===== src/rtl/enet_bus_controller_if.sv =====
// Host-side command handshake and chip bus signals of the Ethernet bus controller.
// The controller uses the slave modport; the upstream mux or a bench uses master.
interface enet_bus_controller_if;
    logic        start_comm_in;
    logic [1:0]  comm_type_in;
    logic [7:0]  addr_in;
    logic [15:0] dataw_in;
    logic [2:0]  post_command_delay_in;
    logic        rdy_out;
    logic [15:0] datar_out;
    logic        enet_cs_n_out;
    logic        enet_cmd_out;
    logic        enet_ior_n_out;
    logic        enet_iow_n_out;
    logic [15:0] enet_data_out;
    logic        enet_data_oe_out;
    logic [15:0] enet_data_in;
    logic        cmd_overrun_out;

    modport slave (
        input  start_comm_in, comm_type_in, addr_in, dataw_in, post_command_delay_in,
        input  enet_data_in,
        output rdy_out, datar_out, enet_cs_n_out, enet_cmd_out, enet_ior_n_out,
        output enet_iow_n_out, enet_data_out, enet_data_oe_out, cmd_overrun_out
    );

    modport master (
        output start_comm_in, comm_type_in, addr_in, dataw_in, post_command_delay_in,
        output enet_data_in,
        input  rdy_out, datar_out, enet_cs_n_out, enet_cmd_out, enet_ior_n_out,
        input  enet_iow_n_out, enet_data_out, enet_data_oe_out, cmd_overrun_out
    );
endinterface


===== src/rtl/enet_bus_controller.sv =====
// Single-command index/data host bus sequencer for a DM9000A-style Ethernet MAC.
// Optional macro ENET_OVERRUN_DETECT_EN builds the sticky cmd_overrun_out detector.
module enet_bus_controller #(
    parameter int unsigned PULSE_CYCLES      = 2,
    parameter int unsigned GAP_CYCLES        = 2,
    parameter int unsigned STD_DELAY_CYCLES  = 4,
    parameter int unsigned LONG_DELAY_CYCLES = 200
) (
    input logic                  clk,
    input logic                  rst,
    enet_bus_controller_if.slave bus_io
);
    typedef enum logic [2:0] {
        StIdle, StIdxStrobe, StIdxGap, StDataStrobe, StPostDelay
    } state_e;

    localparam logic [1:0] TypeRead  = 2'd0;
    localparam logic [1:0] TypeWrite = 2'd1;
    localparam logic [1:0] TypeRx    = 2'd3;
    localparam logic [7:0] PulseLd   = 8'(PULSE_CYCLES - 1);
    localparam logic [7:0] GapLd     = 8'(GAP_CYCLES - 1);

    state_e      state_q;
    logic [7:0]  cnt_q;
    logic [1:0]  type_q;
    logic [15:0] dataw_q;
    logic [7:0]  delay_q;
    logic        rdy_q;
    logic [15:0] datar_q;
    logic        cs_n_q, cmd_q, ior_n_q, iow_n_q, oe_q;
    logic [15:0] data_q;

    logic [7:0] delay_dec;
    logic       idx_in, rd_in, rd_q;

    always_comb begin
        delay_dec = 8'd0;
        unique case (bus_io.post_command_delay_in)
            3'd1:    delay_dec = 8'(STD_DELAY_CYCLES);
            3'd2:    delay_dec = 8'(LONG_DELAY_CYCLES);
            default: delay_dec = 8'd0;
        endcase
        idx_in = (bus_io.comm_type_in == TypeRead) || (bus_io.comm_type_in == TypeWrite);
        rd_in  = (bus_io.comm_type_in == TypeRead) || (bus_io.comm_type_in == TypeRx);
        rd_q   = (type_q == TypeRead) || (type_q == TypeRx);
    end

    always_ff @(posedge clk or posedge rst) begin
        if (rst) begin
            state_q <= StIdle;
            cnt_q   <= 8'd0;
            type_q  <= 2'd0;
            dataw_q <= 16'd0;
            delay_q <= 8'd0;
            rdy_q   <= 1'b1;
            datar_q <= 16'd0;
            cs_n_q  <= 1'b1;
            cmd_q   <= 1'b0;
            ior_n_q <= 1'b1;
            iow_n_q <= 1'b1;
            oe_q    <= 1'b0;
            data_q  <= 16'd0;
        end else begin
            unique case (state_q)
                StIdle: begin
                    if (bus_io.start_comm_in) begin
                        type_q  <= bus_io.comm_type_in;
                        dataw_q <= bus_io.dataw_in;
                        delay_q <= delay_dec;
                        rdy_q   <= 1'b0;
                        cs_n_q  <= 1'b0;
                        cnt_q   <= PulseLd;
                        if (idx_in) begin
                            state_q <= StIdxStrobe;
                            cmd_q   <= 1'b0;
                            data_q  <= {8'h00, bus_io.addr_in};
                            oe_q    <= 1'b1;
                            iow_n_q <= 1'b0;
                        end else begin
                            state_q <= StDataStrobe;
                            cmd_q   <= 1'b1;
                            data_q  <= bus_io.dataw_in;
                            oe_q    <= !rd_in;
                            ior_n_q <= !rd_in;
                            iow_n_q <= rd_in;
                        end
                    end
                end
                StIdxStrobe: begin
                    if (cnt_q == 8'd0) begin
                        state_q <= StIdxGap;
                        iow_n_q <= 1'b1;
                        oe_q    <= 1'b0;
                        cnt_q   <= GapLd;
                    end else begin
                        cnt_q <= cnt_q - 8'd1;
                    end
                end
                StIdxGap: begin
                    if (cnt_q == 8'd0) begin
                        state_q <= StDataStrobe;
                        cmd_q   <= 1'b1;
                        data_q  <= dataw_q;
                        oe_q    <= !rd_q;
                        ior_n_q <= !rd_q;
                        iow_n_q <= rd_q;
                        cnt_q   <= PulseLd;
                    end else begin
                        cnt_q <= cnt_q - 8'd1;
                    end
                end
                StDataStrobe: begin
                    if (cnt_q == 8'd0) begin
                        ior_n_q <= 1'b1;
                        iow_n_q <= 1'b1;
                        oe_q    <= 1'b0;
                        cs_n_q  <= 1'b1;
                        cmd_q   <= 1'b0;
                        data_q  <= 16'd0;
                        // Bus sampled on the final strobe cycle, just before ior_n rises.
                        if (rd_q) datar_q <= bus_io.enet_data_in;
                        if (delay_q != 8'd0) begin
                            state_q <= StPostDelay;
                            cnt_q   <= delay_q - 8'd1;
                        end else begin
                            state_q <= StIdle;
                            rdy_q   <= 1'b1;
                        end
                    end else begin
                        cnt_q <= cnt_q - 8'd1;
                    end
                end
                StPostDelay: begin
                    if (cnt_q == 8'd0) begin
                        state_q <= StIdle;
                        rdy_q   <= 1'b1;
                    end else begin
                        cnt_q <= cnt_q - 8'd1;
                    end
                end
                default: state_q <= StIdle;
            endcase
        end
    end

    assign bus_io.rdy_out          = rdy_q;
    assign bus_io.datar_out        = datar_q;
    assign bus_io.enet_cs_n_out    = cs_n_q;
    assign bus_io.enet_cmd_out     = cmd_q;
    assign bus_io.enet_ior_n_out   = ior_n_q;
    assign bus_io.enet_iow_n_out   = iow_n_q;
    assign bus_io.enet_data_out    = data_q;
    assign bus_io.enet_data_oe_out = oe_q;

`ifdef ENET_OVERRUN_DETECT_EN
    logic overrun_q;

    always_ff @(posedge clk or posedge rst) begin
        if (rst) begin
            overrun_q <= 1'b0;
        end else if (bus_io.start_comm_in && !rdy_q) begin
            overrun_q <= 1'b1;
        end
    end

    assign bus_io.cmd_overrun_out = overrun_q;
`else
    assign bus_io.cmd_overrun_out = 1'b0;
`endif
endmodule


===== src/flat_wrapper.sv =====
// flat-port wrapper written by rule: the top's interface ports become plain ports
module enet_bus_controller_flat 
#(
    parameter int unsigned PULSE_CYCLES      = 2,
    parameter int unsigned GAP_CYCLES        = 2,
    parameter int unsigned STD_DELAY_CYCLES  = 4,
    parameter int unsigned LONG_DELAY_CYCLES = 200
)
  (clk, rst, bus_io_start_comm_in, bus_io_comm_type_in, bus_io_addr_in, bus_io_dataw_in, bus_io_post_command_delay_in, bus_io_enet_data_in, bus_io_rdy_out, bus_io_datar_out, bus_io_enet_cs_n_out, bus_io_enet_cmd_out, bus_io_enet_ior_n_out, bus_io_enet_iow_n_out, bus_io_enet_data_out, bus_io_enet_data_oe_out, bus_io_cmd_overrun_out);
  enet_bus_controller_if bus_io_i ();
  input logic clk;
  input logic rst;
  input wire logic [$bits(bus_io_i.start_comm_in)-1:0] bus_io_start_comm_in;
  input wire logic [$bits(bus_io_i.comm_type_in)-1:0] bus_io_comm_type_in;
  input wire logic [$bits(bus_io_i.addr_in)-1:0] bus_io_addr_in;
  input wire logic [$bits(bus_io_i.dataw_in)-1:0] bus_io_dataw_in;
  input wire logic [$bits(bus_io_i.post_command_delay_in)-1:0] bus_io_post_command_delay_in;
  input wire logic [$bits(bus_io_i.enet_data_in)-1:0] bus_io_enet_data_in;
  output wire logic [$bits(bus_io_i.rdy_out)-1:0] bus_io_rdy_out;
  output wire logic [$bits(bus_io_i.datar_out)-1:0] bus_io_datar_out;
  output wire logic [$bits(bus_io_i.enet_cs_n_out)-1:0] bus_io_enet_cs_n_out;
  output wire logic [$bits(bus_io_i.enet_cmd_out)-1:0] bus_io_enet_cmd_out;
  output wire logic [$bits(bus_io_i.enet_ior_n_out)-1:0] bus_io_enet_ior_n_out;
  output wire logic [$bits(bus_io_i.enet_iow_n_out)-1:0] bus_io_enet_iow_n_out;
  output wire logic [$bits(bus_io_i.enet_data_out)-1:0] bus_io_enet_data_out;
  output wire logic [$bits(bus_io_i.enet_data_oe_out)-1:0] bus_io_enet_data_oe_out;
  output wire logic [$bits(bus_io_i.cmd_overrun_out)-1:0] bus_io_cmd_overrun_out;
  assign bus_io_i.start_comm_in = bus_io_start_comm_in;
  assign bus_io_i.comm_type_in = bus_io_comm_type_in;
  assign bus_io_i.addr_in = bus_io_addr_in;
  assign bus_io_i.dataw_in = bus_io_dataw_in;
  assign bus_io_i.post_command_delay_in = bus_io_post_command_delay_in;
  assign bus_io_i.enet_data_in = bus_io_enet_data_in;
  assign bus_io_rdy_out = bus_io_i.rdy_out;
  assign bus_io_datar_out = bus_io_i.datar_out;
  assign bus_io_enet_cs_n_out = bus_io_i.enet_cs_n_out;
  assign bus_io_enet_cmd_out = bus_io_i.enet_cmd_out;
  assign bus_io_enet_ior_n_out = bus_io_i.enet_ior_n_out;
  assign bus_io_enet_iow_n_out = bus_io_i.enet_iow_n_out;
  assign bus_io_enet_data_out = bus_io_i.enet_data_out;
  assign bus_io_enet_data_oe_out = bus_io_i.enet_data_oe_out;
  assign bus_io_cmd_overrun_out = bus_io_i.cmd_overrun_out;
  enet_bus_controller #(.PULSE_CYCLES(PULSE_CYCLES), .GAP_CYCLES(GAP_CYCLES), .STD_DELAY_CYCLES(STD_DELAY_CYCLES), .LONG_DELAY_CYCLES(LONG_DELAY_CYCLES)) u_core (.clk(clk), .rst(rst), .bus_io(bus_io_i));
endmodule

===== config.mk =====
export PLATFORM = sky130hd
export DESIGN_NAME = enet_bus_controller_flat
export DESIGN_NICKNAME = d
export VERILOG_FILES = /design/src/rtl/enet_bus_controller_if.sv /design/src/rtl/enet_bus_controller.sv /design/src/flat_wrapper.sv
export SDC_FILE = /design/constraint.sdc
export NUM_CORES = 1
export LEC_CHECK = 0
export BUFFER_PORTS_ARGS = -buffer_cell sky130_fd_sc_hd__buf_2
export CAP_MARGIN = 5
export CORE_UTILIZATION = 45
export CTS_CLUSTER_SIZE = 40
export DETAILED_ROUTE_END_ITERATION = 8
export PLACE_DENSITY_LB_ADDON = 0.2
export SYNTH_ARGS = -nofsm -noshare
export SYNTH_HDL_FRONTEND = slang
export SYNTH_SLANG_ARGS = --single-unit

===== constraint.sdc =====
create_clock -name clk -period 2.38 [get_ports clk]
set_input_delay 0.476 -clock clk [delete_from_list [all_inputs] [get_ports clk]]
set_output_delay 0.476 -clock clk [all_outputs]
set_load 0.02 [all_outputs]

==> flow_metrics.env, run 1 <==
export IMPL_syn_avg_cell_area_um2=10.9
export IMPL_clock_fmax_mhz=446
export IMPL_post_cts_buffers=0
export IMPL_portBuffers=85
export IMPL_whs_ns=0.145
export IMPL_synth_top_area_share_pct=47.7
export IMPL_grt_usage_pct=20.6
export IMPL_wl_per_cell_um=14.8
export IMPL_p_leak_nw=2.05
export IMPL_die_x_um=89.0
export IMPL_dieArea_um2=7930
export IMPL_ys_seq_elements=69
export IMPL_postRouteAntennaNets=0
export IMPL_synth_cell_types=48
export IMPL_cts_root_buf="clkbuf_8"
export IMPL_worst_setup_path_type="flop to flop"
export IMPL_post_place_cells=496
export IMPL_clkTransAtPathRegs_ns=0.08
export IMPL_syn_num_nets=368
export IMPL_clock_tree_buffer_depth=2
export IMPL_num_vias=2716
export IMPL_holdBufCountCts=0
export IMPL_initial_core_util_pct=46.7
export IMPL_grt_ovfl_total=0
export IMPL_synthArstFlopShare_pct=100
export IMPL_rsz0062_at_grt="false"
export IMPL_ys_flop_type="dfrtp_1"
export IMPL_synth_top_cells_by_area="dfrtp_1 48%, mux2_2 11%, o21ai_0 4.8%, mux2_4 4.4%, nand2_1 3.5%"
export IMPL_crit_chain="inv_1, ha_1, or4b_4, nor2_2, a21boi_1, nor4_1, o21ba_2"
export IMPL_r2r_setup_slack_ns=0.14
export IMPL_boundaryPins=87
export IMPL_cp_required_ns=2.65
export IMPL_worst_pin_slew_ns=1.12
export IMPL_die_h_um=89.0
export IMPL_setup_viol=0
export IMPL_ys_seq_area_share_pct=50.8
export IMPL_diodes=0
export IMPL_antenna_found_initial=0
export IMPL_r2r_start="u_core.cnt_q[0]"
export IMPL_grt_start_max_net_pins=25
export IMPL_first_pass_iters=4
export IMPL_yosys_area_top_type="dfrtp_1"
export IMPL_ir_worst_vdd_uv=357
export IMPL_syn_inst=313
export IMPL_row_count=31
export IMPL_dpl_hpwl_mm=5.44
export IMPL_synth_warnings=0
export IMPL_cp_max_fo=7
export IMPL_wl_met1_mm=3.28
export IMPL_slowest_delay_ns=0.55
export IMPL_period_minus_slack_ns=2.24
export IMPL_insertion_delay_ns=0.35
export IMPL_finalCritPeriodShare_pct=94.3
export IMPL_status="completed"
export IMPL_synth_area_um2=3410
export IMPL_multi_input_area_um2=1570
export IMPL_drv_cap=0
export IMPL_synth_edf_count=0
export IMPL_slowest_stage="or4b_4"
export IMPL_r2r_end="u_core.bus_io.enet_iow_n_out"
export IMPL_slew_violations=0
export IMPL_layoutNonFillerInstCount=512
export IMPL_num_fill_cells=685
export IMPL_cts_sinks=69
export IMPL_layout_nets=463
export IMPL_htree_num_levels=3
export IMPL_avgViaCountPerCell=5.30
export IMPL_seqCellArea_um2=1730
export IMPL_dr_wl_met3_um=547
export IMPL_finalHoldViolCount=0
export IMPL_drt_drc_violations_left=0
export IMPL_start_kind="flop"
export IMPL_powerDensity_nw_per_um2=578
export IMPL_maxUsedRoutingLayer="met4"
export IMPL_fin_tns_setup_ns=0
export IMPL_final_util_pct=58.0
export IMPL_cts_tree="yes"
export IMPL_grt_pass1_vias=2579
export IMPL_drt_initial_drc_count=155
export IMPL_syn2layout_area_growth_pct=24.2
export IMPL_routed_wirelength_mm=7.59
export IMPL_hold_path_class="primary input to asynchronous set/reset pin"
export IMPL_coreArea_um2=7290
export IMPL_max_slew_margin_pct=24.5
export IMPL_crit_arrival_ns=2.52
export IMPL_cts_buffers_inserted=9
export IMPL_place_congestion=0.915
export IMPL_wl_met2_mm=3.65
export IMPL_rr_worst_depth=7
export IMPL_fin_skew_ns=0.00927
export IMPL_grt_pass1_wl_mm=12.2
export IMPL_critPathCaptureType="flop"
export IMPL_layout_drive_gt1_share_pct=41.6
-- worst max-delay path by stage --
stage          depth (start not counted)  slack (ns)                      endpoint       startpoint
2_1_floorplan                          1        0.17    u_core.bus_io.datar_out[0]              rst
3_3_place_gp                           6        0.12    u_core.bus_io.datar_out[7]  u_core.cnt_q[0]
3_5_place_dp                           6        0.05               u_core.cnt_q[1]  u_core.cnt_q[0]
4_1_cts                                7       0.002  u_core.bus_io.enet_iow_n_out  u_core.cnt_q[0]
5_1_grt                                6        0.04    u_core.bus_io.datar_out[3]  u_core.cnt_q[0]
6_report                               7        0.14  u_core.bus_io.enet_iow_n_out  u_core.cnt_q[0]
-- registers in the layout, summed over array words and instances, names as in the netlist --
| name | count |
|---|---|
| u_core.bus_io.enet_cmd_out | 1 |
| u_core.bus_io.datar_out | 16 |
| u_core.dataw_q | 16 |
| u_core.delay_q | 2 |
| u_core.type_q | 2 |
| u_core.bus_io.enet_data_oe_out | 1 |
| u_core.bus_io.enet_ior_n_out | 1 |
| u_core.bus_io.enet_data_out | 16 |
| u_core.cnt_q | 8 |
| u_core.bus_io.rdy_out | 1 |
| u_core.state_q | 3 |
| u_core.bus_io.enet_iow_n_out | 1 |
| u_core.bus_io.enet_cs_n_out | 1 |
-- power by group --
group | leakage [nW] | internal (mW) | total (mW) | switching [mW]
Combinational | 1.04 | 0.0823 | 0.171 | 0.0884
Sequential | 0.906 | 1.19 | 1.19 | 0.00716
Clock | 0.106 | 0.623 | 1.08 | 0.457
Total | 2.05 | 1.89 | 2.44 | 0.553
-- cells in the mapped netlist, types with 2 or more instances --
| master | count |
|---|---|
| a21oi_1 | 18 |
| a22oi_1 | 8 |
| o31a_1 | 2 |
| o22ai_1 | 2 |
| nor2b_1 | 2 |
| o31ai_1 | 3 |
| nor3b_1 | 8 |
| nand2b_1 | 2 |
| nand3b_1 | 2 |
| o22a_1 | 3 |
| a31oi_1 | 5 |
| nor4_1 | 2 |
| dfrtp_1 | 65 |
| o21ai_0 | 33 |
| nor3_1 | 6 |
| or3_1 | 2 |
| buf_2 | 3 |
| xnor2_1 | 3 |
| o41ai_1 | 2 |
| dfstp_2 | 4 |
| a21boi_1 | 2 |
| nand2_1 | 32 |
| inv_1 | 8 |
| mux2_2 | 32 |
| ha_1 | 7 |
| mux2_4 | 10 |
| nor2_1 | 15 |
| clkbuf_1 | 12 |
-- metal layers --
metal / up-vias / track usage [%]
met1: 1303 / 25.6
met3: 13 / 7.94
met4: 0 / 6.20
li1: 1317 / -
met5: - / 0
met2: 83 / 33.5
-- final cells by class --
class	instances	share of cell area, %
clock inverter	5	1.98
tap	99	2.93
multi-input combinational	218	37.1
timing repair buffer	101	12.9
clock buffer	11	3.34
sequential	69	40.9
inverter	9	0.798
-- critical path, delay by kind of cell, from the launching register on --
| kind | cells | cell delay (ns) |
|---|---|---|
| AOI/OAI and AO/OA | 2 | 0.35 |
| adders and majority gates | 1 | 0.22 |
| buffers and inverters | 1 | 0.07 |
| DFF | 1 | 0.40 |
| and+or+nand+nor | 3 | 1.14 |
-- placed cells by master (no fill, tap or decap), drive strengths merged, types with 4 or more instances in the layout --
| cell type | n |
|---|---|
| inv | 9 |
| dfstp | 4 |
| buf | 101 |
| nor2 | 16 |
| a21oi | 18 |
| clkbuf | 11 |
| a31oi | 5 |
| nor3b | 8 |
| nand2 | 33 |
| dfrtp | 65 |
| ha | 7 |
| a22oi | 8 |
| o21ai | 33 |
| mux2 | 42 |
| nor3 | 7 |
-- metrics by stage --
step / instance area [µm²] / power [mW] / setup WS, ns
floorplan: 3410 / 1.31 / 0.171
CTS: 4230 / 2.47 / 0.00247
global route: 4230 / 2.54 / 0.0430
detailed placement: 4000 / 1.39 / 0.0512
global placement: 4000 / 1.39 / 0.120
finish: 4230 / 2.44 / 0.136
-- cells by family after synthesis --
group                    share of synthesized area [%]
AO/OA/AOI/OAI                                     15.3
XOR/XNOR                                         0.771
adder cells (fa/ha/maj)                           2.57
buffers and inverters                             3.30
flip-flops                                        50.8
multiplexers                                      15.0
other                                            0.110
AND/OR/NAND/NOR                                   12.1
-- what timing repair did --
action	in CTS	in global routing
hold endpoints to repair	0	0
resized for setup	0	2
endpoints found under the setup margin	0	27
No activity file was read; power rests on OpenSTA's default activity.
==> inputs of run 2 (changes only) <==
--- a/config.mk
+++ b/config.mk
@@ -5,12 +5,14 @@
 export SDC_FILE = /design/constraint.sdc
 export NUM_CORES = 1
 export LEC_CHECK = 0
-export BUFFER_PORTS_ARGS = -buffer_cell sky130_fd_sc_hd__buf_2
+export ABC_AREA = 1
 export CAP_MARGIN = 5
 export CORE_UTILIZATION = 45
 export CTS_CLUSTER_SIZE = 40
 export DETAILED_ROUTE_END_ITERATION = 8
+export DONT_BUFFER_PORTS = 1
 export PLACE_DENSITY_LB_ADDON = 0.2
+export SKIP_LAST_GASP = 1
 export SYNTH_ARGS = -nofsm -noshare
 export SYNTH_HDL_FRONTEND = slang
 export SYNTH_SLANG_ARGS = --single-unit
==> flow_metrics.env, run 2 <==
export IMPL_slew_violations=0
export IMPL_period_minus_slack_ns=1.95
export IMPL_ys_flop_type="dfrtp_1"
export IMPL_p_comb_share_pct=41.5
export IMPL_critPathCaptureType="flop"
export IMPL_post_cts_buffers=0
export IMPL_status="completed"
export IMPL_synth_area_um2=3600
export IMPL_die_h_um=91.5
export IMPL_diodes=0
export IMPL_clockPowerShare_pct=16.5
export IMPL_total_power_mw=5.81
export IMPL_place_congestion=0.794
export IMPL_num_fill_cells=778
export IMPL_final_cell_mix="155 x nand2_1, 65 x dfrtp_1, 57 x nand3_1"
export IMPL_syn_num_nets=518
export IMPL_drt_initial_drc_count=126
export IMPL_crit_arrival_ns=2.18
export IMPL_postRouteAntennaNets=0
export IMPL_finalHoldViolCount=0
export IMPL_grt_start_max_net_pins=70
export IMPL_synth_top_area_share_pct=45.2
export IMPL_clock_tree_buffer_depth=2
export IMPL_die_x_um=91.5
export IMPL_syn_avg_cell_area_um2=7.78
export IMPL_setup_viol=0
export IMPL_dieArea_um2=8360
export IMPL_syn_inst=463
export IMPL_cts_buffers_inserted=9
export IMPL_antenna_found_initial=0
export IMPL_p_sw_mw=2.80
export IMPL_synth_top_family_by_area="simple AND/OR/NAND/NOR gates"
export IMPL_yosys_area_share_simple_pct=31.0
export IMPL_layout_drive_gt1_share_pct=10.6
export IMPL_max_slew_margin_pct=47.1
export IMPL_drt_drc_violations_left=0
export IMPL_synth_warnings=0
export IMPL_clock_fmax_mhz=513
export IMPL_cts_root_buf="clkbuf_8"
export IMPL_first_pass_iters=4
export IMPL_synth_top_cells_by_area="dfrtp_1 45%, nand2_1 16%, nand3_1 7.9%, o21ai_0 6.5%, inv_1 4.9%"
export IMPL_seqCellArea_um2=1730
export IMPL_mostFrequentLayoutCell="nand2_1"
export IMPL_synthAdderAreaFrac_pct=2.43
export IMPL_finalCritPeriodShare_pct=81.8
export IMPL_layoutNonFillerInstCount=572
export IMPL_cts_sinks=69
export IMPL_synth_xor_area_share_pct=1.18
export IMPL_ir_worst_vdd_uv=653
export IMPL_worst_pin_slew_ns=0.794
export IMPL_worst_setup_path_type="flop to flop"
export IMPL_setup_ws_ns=0.433
export IMPL_clkTransAtPathRegs_ns=0.08
export IMPL_internal_power_mw=3.02
export IMPL_fin_tns_setup_ns=0
export IMPL_ys_seq_elements=69
export IMPL_coreArea_um2=7730
export IMPL_syn2layout_area_growth_pct=8.10
export IMPL_layout_nets=520
export IMPL_postCtsResizedCells=0
export IMPL_routed_wirelength_mm=8.15
export IMPL_post_place_cells=556
export IMPL_insertion_delay_ns=0.35
export IMPL_synth_cell_types=31
export IMPL_rr_worst_depth=4
export IMPL_cp_max_fo=19
export IMPL_dpl_hpwl_mm=5.72
export IMPL_grt_pass1_vias=2892
export IMPL_yosysMostFrequentCell="nand2_1"
export IMPL_row_count=32
export IMPL_num_vias=2900
export IMPL_swShare_pct=48.1
export IMPL_initial_core_util_pct=46.6
export IMPL_pwr_share_seq_pct=42.0
export IMPL_portBuffers=0
export IMPL_drv_cap=0
export IMPL_cts_tree="yes"
export IMPL_rsz0062_at_grt="false"
export IMPL_wl_per_cell_um=14.2
export IMPL_hold_path_class="primary input to asynchronous set/reset pin"
export IMPL_pre_cts_ws_ns=0.426
export IMPL_grt_usage_pct=21.1
export IMPL_ys_seq_area_share_pct=48.1
export IMPL_ys_top_cells_by_count="155 x nand2_1, 65 x dfrtp_1, 57 x nand3_1, 47 x inv_1, 47 x o21ai_0"
export IMPL_avgViaCountPerCell=5.07
export IMPL_cp_required_ns=2.61
export IMPL_holdBufCountCts=0
export IMPL_fin_skew_ns=0.0164
export IMPL_htree_num_levels=3
export IMPL_powerDensity_nw_per_um2=1490
export IMPL_boundaryPins=87
export IMPL_p_leak_nw=2.03
export IMPL_synthMuxAreaShare_pct=0
export IMPL_multi_input_area_um2=1570
export IMPL_grt_ovfl_total=0
export IMPL_grt_pass1_wl_mm=13.9
export IMPL_synth_compound_area_share_pct=8.86
export IMPL_start_kind="flop"
export IMPL_synth_edf_count=0
export IMPL_yosys_area_top_type="dfrtp_1"
export IMPL_synthArstFlopShare_pct=100
==> run 2: changes by cell type in the layout (fill, tap and decap cells not counted), moves of 11 or more <==
cell | before | now
buf_2 | 85 | 0
buf_4 | 16 | 5
inv_1 | 7 | 46
o21ai_0 | 32 | 47
nand2_1 | 32 | 155
a21oi_1 | 18 | 1
nand3_1 | 1 | 57
mux2_2 | 32 | 0
==> run 2: cell type report <==
cell class | instances | share of cell area (%)
clock inverter | 7 | 1.90
clock buffer | 9 | 3.18
tap | 102 | 3.28
multi-input combinational | 325 | 40.3
timing repair buffer | 6 | 1.48
sequential | 69 | 44.5
inverter | 54 | 5.34
==> run 2: final timing paths <==
path / start / end / slack, ns
max in group asynchronous: rst / u_core.bus_io.rdy_out / 1.96
min in group clk: bus_io_dataw_in[6] / u_core.dataw_q[6] / 0.25
setup / recovery: u_core.state_q[0] / u_core.bus_io.enet_data_out[6] / 0.43
hold reg to reg: u_core.dataw_q[12] / u_core.dataw_q[12] / 0.49
setup reg to reg: u_core.state_q[0] / u_core.bus_io.enet_data_out[6] / 0.43
hold / removal: rst / u_core.bus_io.datar_out[6] / 0.09
==> run 2: metal layers <==
layer  wire length [µm]  up-vias  track usage, %
met2               3820       81            34.0
met3                596        9            6.28
met5                  0        -               0
met4                 86        0            8.47
li1                   -     1473               -
met1               3650     1337            26.5
==> run 2: per-stage QoR <==
stage	cell area, µm²	utilization (%)	hold WS (ns)
floorplan	3600	-	0.449
global placement	3690	47.8	0.468
detailed placement	3690	47.8	0.475
CTS	3890	50.4	0.0945
global route	3890	50.4	0.111
finish	3890	50.4	0.0936
==> run 2: kinds of logic (layout without fill, tap and decap cells) <==
group,count (synthesis),count (layout)
AND/OR/NAND/NOR,255,255
buffers and inverters,69,76
other,1,1
AO/OA/AOI/OAI,58,58
XOR/XNOR,4,4
flip-flops,69,69
adder cells (fa/ha/maj),7,7
==> run 2: worst max-delay path, cell delays in order (launching register included) <==
cell and delay, ns:
dfrtp_1 0.50, o31ai_4 0.73, nand2_2 0.38, nand2_1 0.16, nand2_1 0.06
==> run 2: power groups by stage <==
stage | Combinational (mW) | Sequential, mW | Clock (mW)
floorplan | 1.99 | 2.34 | 0
global placement | 2.36 | 2.46 | 0
detailed placement | 2.42 | 2.47 | 0
CTS | 2.44 | 2.45 | 0.990
global route | 2.81 | 2.51 | 1.03
finish | 2.41 | 2.44 | 0.960
==> inputs of run 3 (changes only) <==
==> constraint.sdc (replaced) <==
create_clock -name clk -period 1.6 [get_ports clk]
set_input_delay 0.32 -clock clk [delete_from_list [all_inputs] [get_ports clk]]
set_output_delay 0.32 -clock clk [all_outputs]
set_load 0.02 [all_outputs]
==> flow_metrics.env, run 3 (synthesis gave the netlist of run 2 again) <==
export IMPL_rr_worst_depth=8
export IMPL_fin_tns_setup_ns=0
export IMPL_insertion_delay_ns=0.35
export IMPL_rsz0062_at_grt="true"
export IMPL_ir_worst_vdd_uv=996
export IMPL_internal_power_mw=5.20
export IMPL_slew_violations=0
export IMPL_first_pass_iters=4
export IMPL_mostFrequentLayoutCell="nand2_1"
export IMPL_layout_drive_gt1_share_pct=16.0
export IMPL_worstHoldStart="bus_io_dataw_in[9]"
export IMPL_htree_num_levels=3
export IMPL_clock_fmax_mhz=647
export IMPL_r2r_setup_slack_ns=0.05
export IMPL_grt_usage_pct=21.7
export IMPL_whs_path_depth=2
export IMPL_critPathBufInv=2
export IMPL_slowest_stage="dfrtp_1"
export IMPL_status="completed"
export IMPL_p_comb_share_pct=44.0
export IMPL_grt_start_max_net_pins=31
export IMPL_coreArea_um2=7730
export IMPL_cp_max_fo=6
export IMPL_die_h_um=91.5
export IMPL_boundaryPins=87
export IMPL_hold_path_class="primary input to flop"
export IMPL_crit_cells=8
export IMPL_critPathCaptureType="flop"
export IMPL_layoutNonFillerInstCount=596
export IMPL_antenna_found_initial=0
export IMPL_start_kind="flop"
export IMPL_clkTransAtPathRegs_ns=0.08
export IMPL_grt_pass1_wl_mm=14.3
export IMPL_drt_drc_violations_left=0
export IMPL_worst_setup_path_type="flop to flop"
export IMPL_drv_cap=0
export IMPL_dpl_instance_area_um2=3900
export IMPL_period_minus_slack_ns=1.55
export IMPL_cts_sinks=69
export IMPL_finalCritPeriodShare_pct=96.7
export IMPL_post_place_cells=576
export IMPL_slowest_delay_ns=0.39
export IMPL_cts_root_buf="clkbuf_8"
export IMPL_num_fill_cells=717
export IMPL_r2r_end="u_core.state_q[1]"
export IMPL_setup_worst_path_end="u_core.state_q[1]"
export IMPL_r2r_start="u_core.cnt_q[0]"
export IMPL_grt_pass1_vias=2999
export IMPL_syn2layout_area_growth_pct=17.3
export IMPL_postRouteAntennaNets=0
export IMPL_portBuffers=0
export IMPL_setup_viol=0
export IMPL_fin_skew_ns=0.0105
export IMPL_die_x_um=91.5
export IMPL_crit_arrival_ns=1.80
export IMPL_critPathLaunch="u_core.cnt_q[0]"
export IMPL_setup_ws_ns=0.0532
export IMPL_pwr_share_seq_pct=38.0
export IMPL_grt_ovfl_total=0
export IMPL_dpl_hpwl_mm=6.18
export IMPL_critPathTopFamily="simple AND/OR/NAND/NOR gates"
export IMPL_clock_tree_buffer_depth=2
export IMPL_clockPowerShare_pct=18.0
export IMPL_p_sw_mw=4.32
export IMPL_dieArea_um2=8360
export IMPL_finalHoldViolCount=0
export IMPL_p_leak_nw=2.18
export IMPL_final_cell_mix="154 x nand2_1, 63 x dfrtp_1, 57 x nand3_1"
export IMPL_pre_cts_ws_ns=-0.0409
export IMPL_row_count=32
export IMPL_cts_buffers_inserted=9
export IMPL_swShare_pct=45.4
export IMPL_wl_per_cell_um=14.2
export IMPL_num_vias=3026
export IMPL_crit_chain="inv_2, ha_4, nand2_4, nor2_8, inv_4, nand2_1, nand3_1, o21ai_0"
export IMPL_place_congestion=0.872
export IMPL_final_cell_area_um2=4220
export IMPL_layout_nets=544
export IMPL_initial_core_util_pct=46.6
export IMPL_cp_required_ns=1.86
export IMPL_cts_tree="yes"
export IMPL_drt_initial_drc_count=106
export IMPL_diodes=0
export IMPL_avgViaCountPerCell=5.08
export IMPL_powerDensity_nw_per_um2=2250
export IMPL_routed_wirelength_mm=8.44
-- run 3: changes by cell type in the layout (fill, tap and decap cells not counted), sizes merged, moves of 2 or more --
cell    change
buf        +23
bufinv      +2
clkinv      -2
inv         -2
-- run 3: through the flow --
step                total power, mW  utilization, %  hold slack, ns
CTS                            9.45            53.9          0.0752
global route                   10.4            54.7          0.0764
finish                         9.52            54.7          0.0879
floorplan                      6.44               -           0.441
detailed placement             7.66            50.5           0.202
global placement               7.59            50.5           0.203
-- run 3: worst min-delay path by stage --
stage | slack [ns] | endpoint
after global placement | 0.20 | u_core.bus_io.enet_data_out[11]
after detailed placement | 0.20 | u_core.bus_io.enet_data_out[12]
after global routing | 0.08 | u_core.dataw_q[9]
after CTS | 0.08 | u_core.dataw_q[9]
final | 0.09 | u_core.dataw_q[9]
after floorplan | 0.44 | u_core.dataw_q[0]
-- run 3: timing repair --
item | CTS | global route
setup endpoints to repair | 32 | 45
setup buffers | 0 | 3
hold endpoints to repair | 13 | 0
pin swaps | 1 | 1
hold buffers | 1 | 0
gates resized for setup | 4 | 13
-- run 3: power by group through the flow --
| stage | Sequential (mW) | Combinational, mW | Clock (mW) |
|---|---|---|---|
| 2_1_floorplan | 3.47 | 2.97 | 0 |
| 3_3_place_gp | 3.63 | 3.96 | 0 |
| 3_5_place_dp | 3.64 | 4.02 | 0 |
| 4_1_cts | 3.62 | 4.08 | 1.76 |
| 5_1_grt | 3.71 | 4.83 | 1.82 |
| 6_report | 3.62 | 4.19 | 1.72 |
-- run 3: routing by layer --
| metal | track usage, % | wire (µm) | vias to the layer above |
|---|---|---|---|
| li1 | - | - | 1515 |
| met1 | 27.6 | 3720 | 1405 |
| met2 | 35.3 | 3970 | 94 |
| met3 | 6.37 | 626 | 12 |
| met4 | 7.54 | 127 | 0 |
| met5 | 0 | 0 | - |
-- run 3: cell type report --
cell class | instances | area (µm²) | area share, %
clock buffers | 10 | 128 | 3.02
repair buffers | 30 | 290 | 6.87
clock inverters | 6 | 111 | 2.64
inverters | 54 | 216 | 5.12
multi-input cells | 325 | 1620 | 38.3
well taps | 102 | 128 | 3.02
flip-flops and latches | 69 | 1730 | 41.1
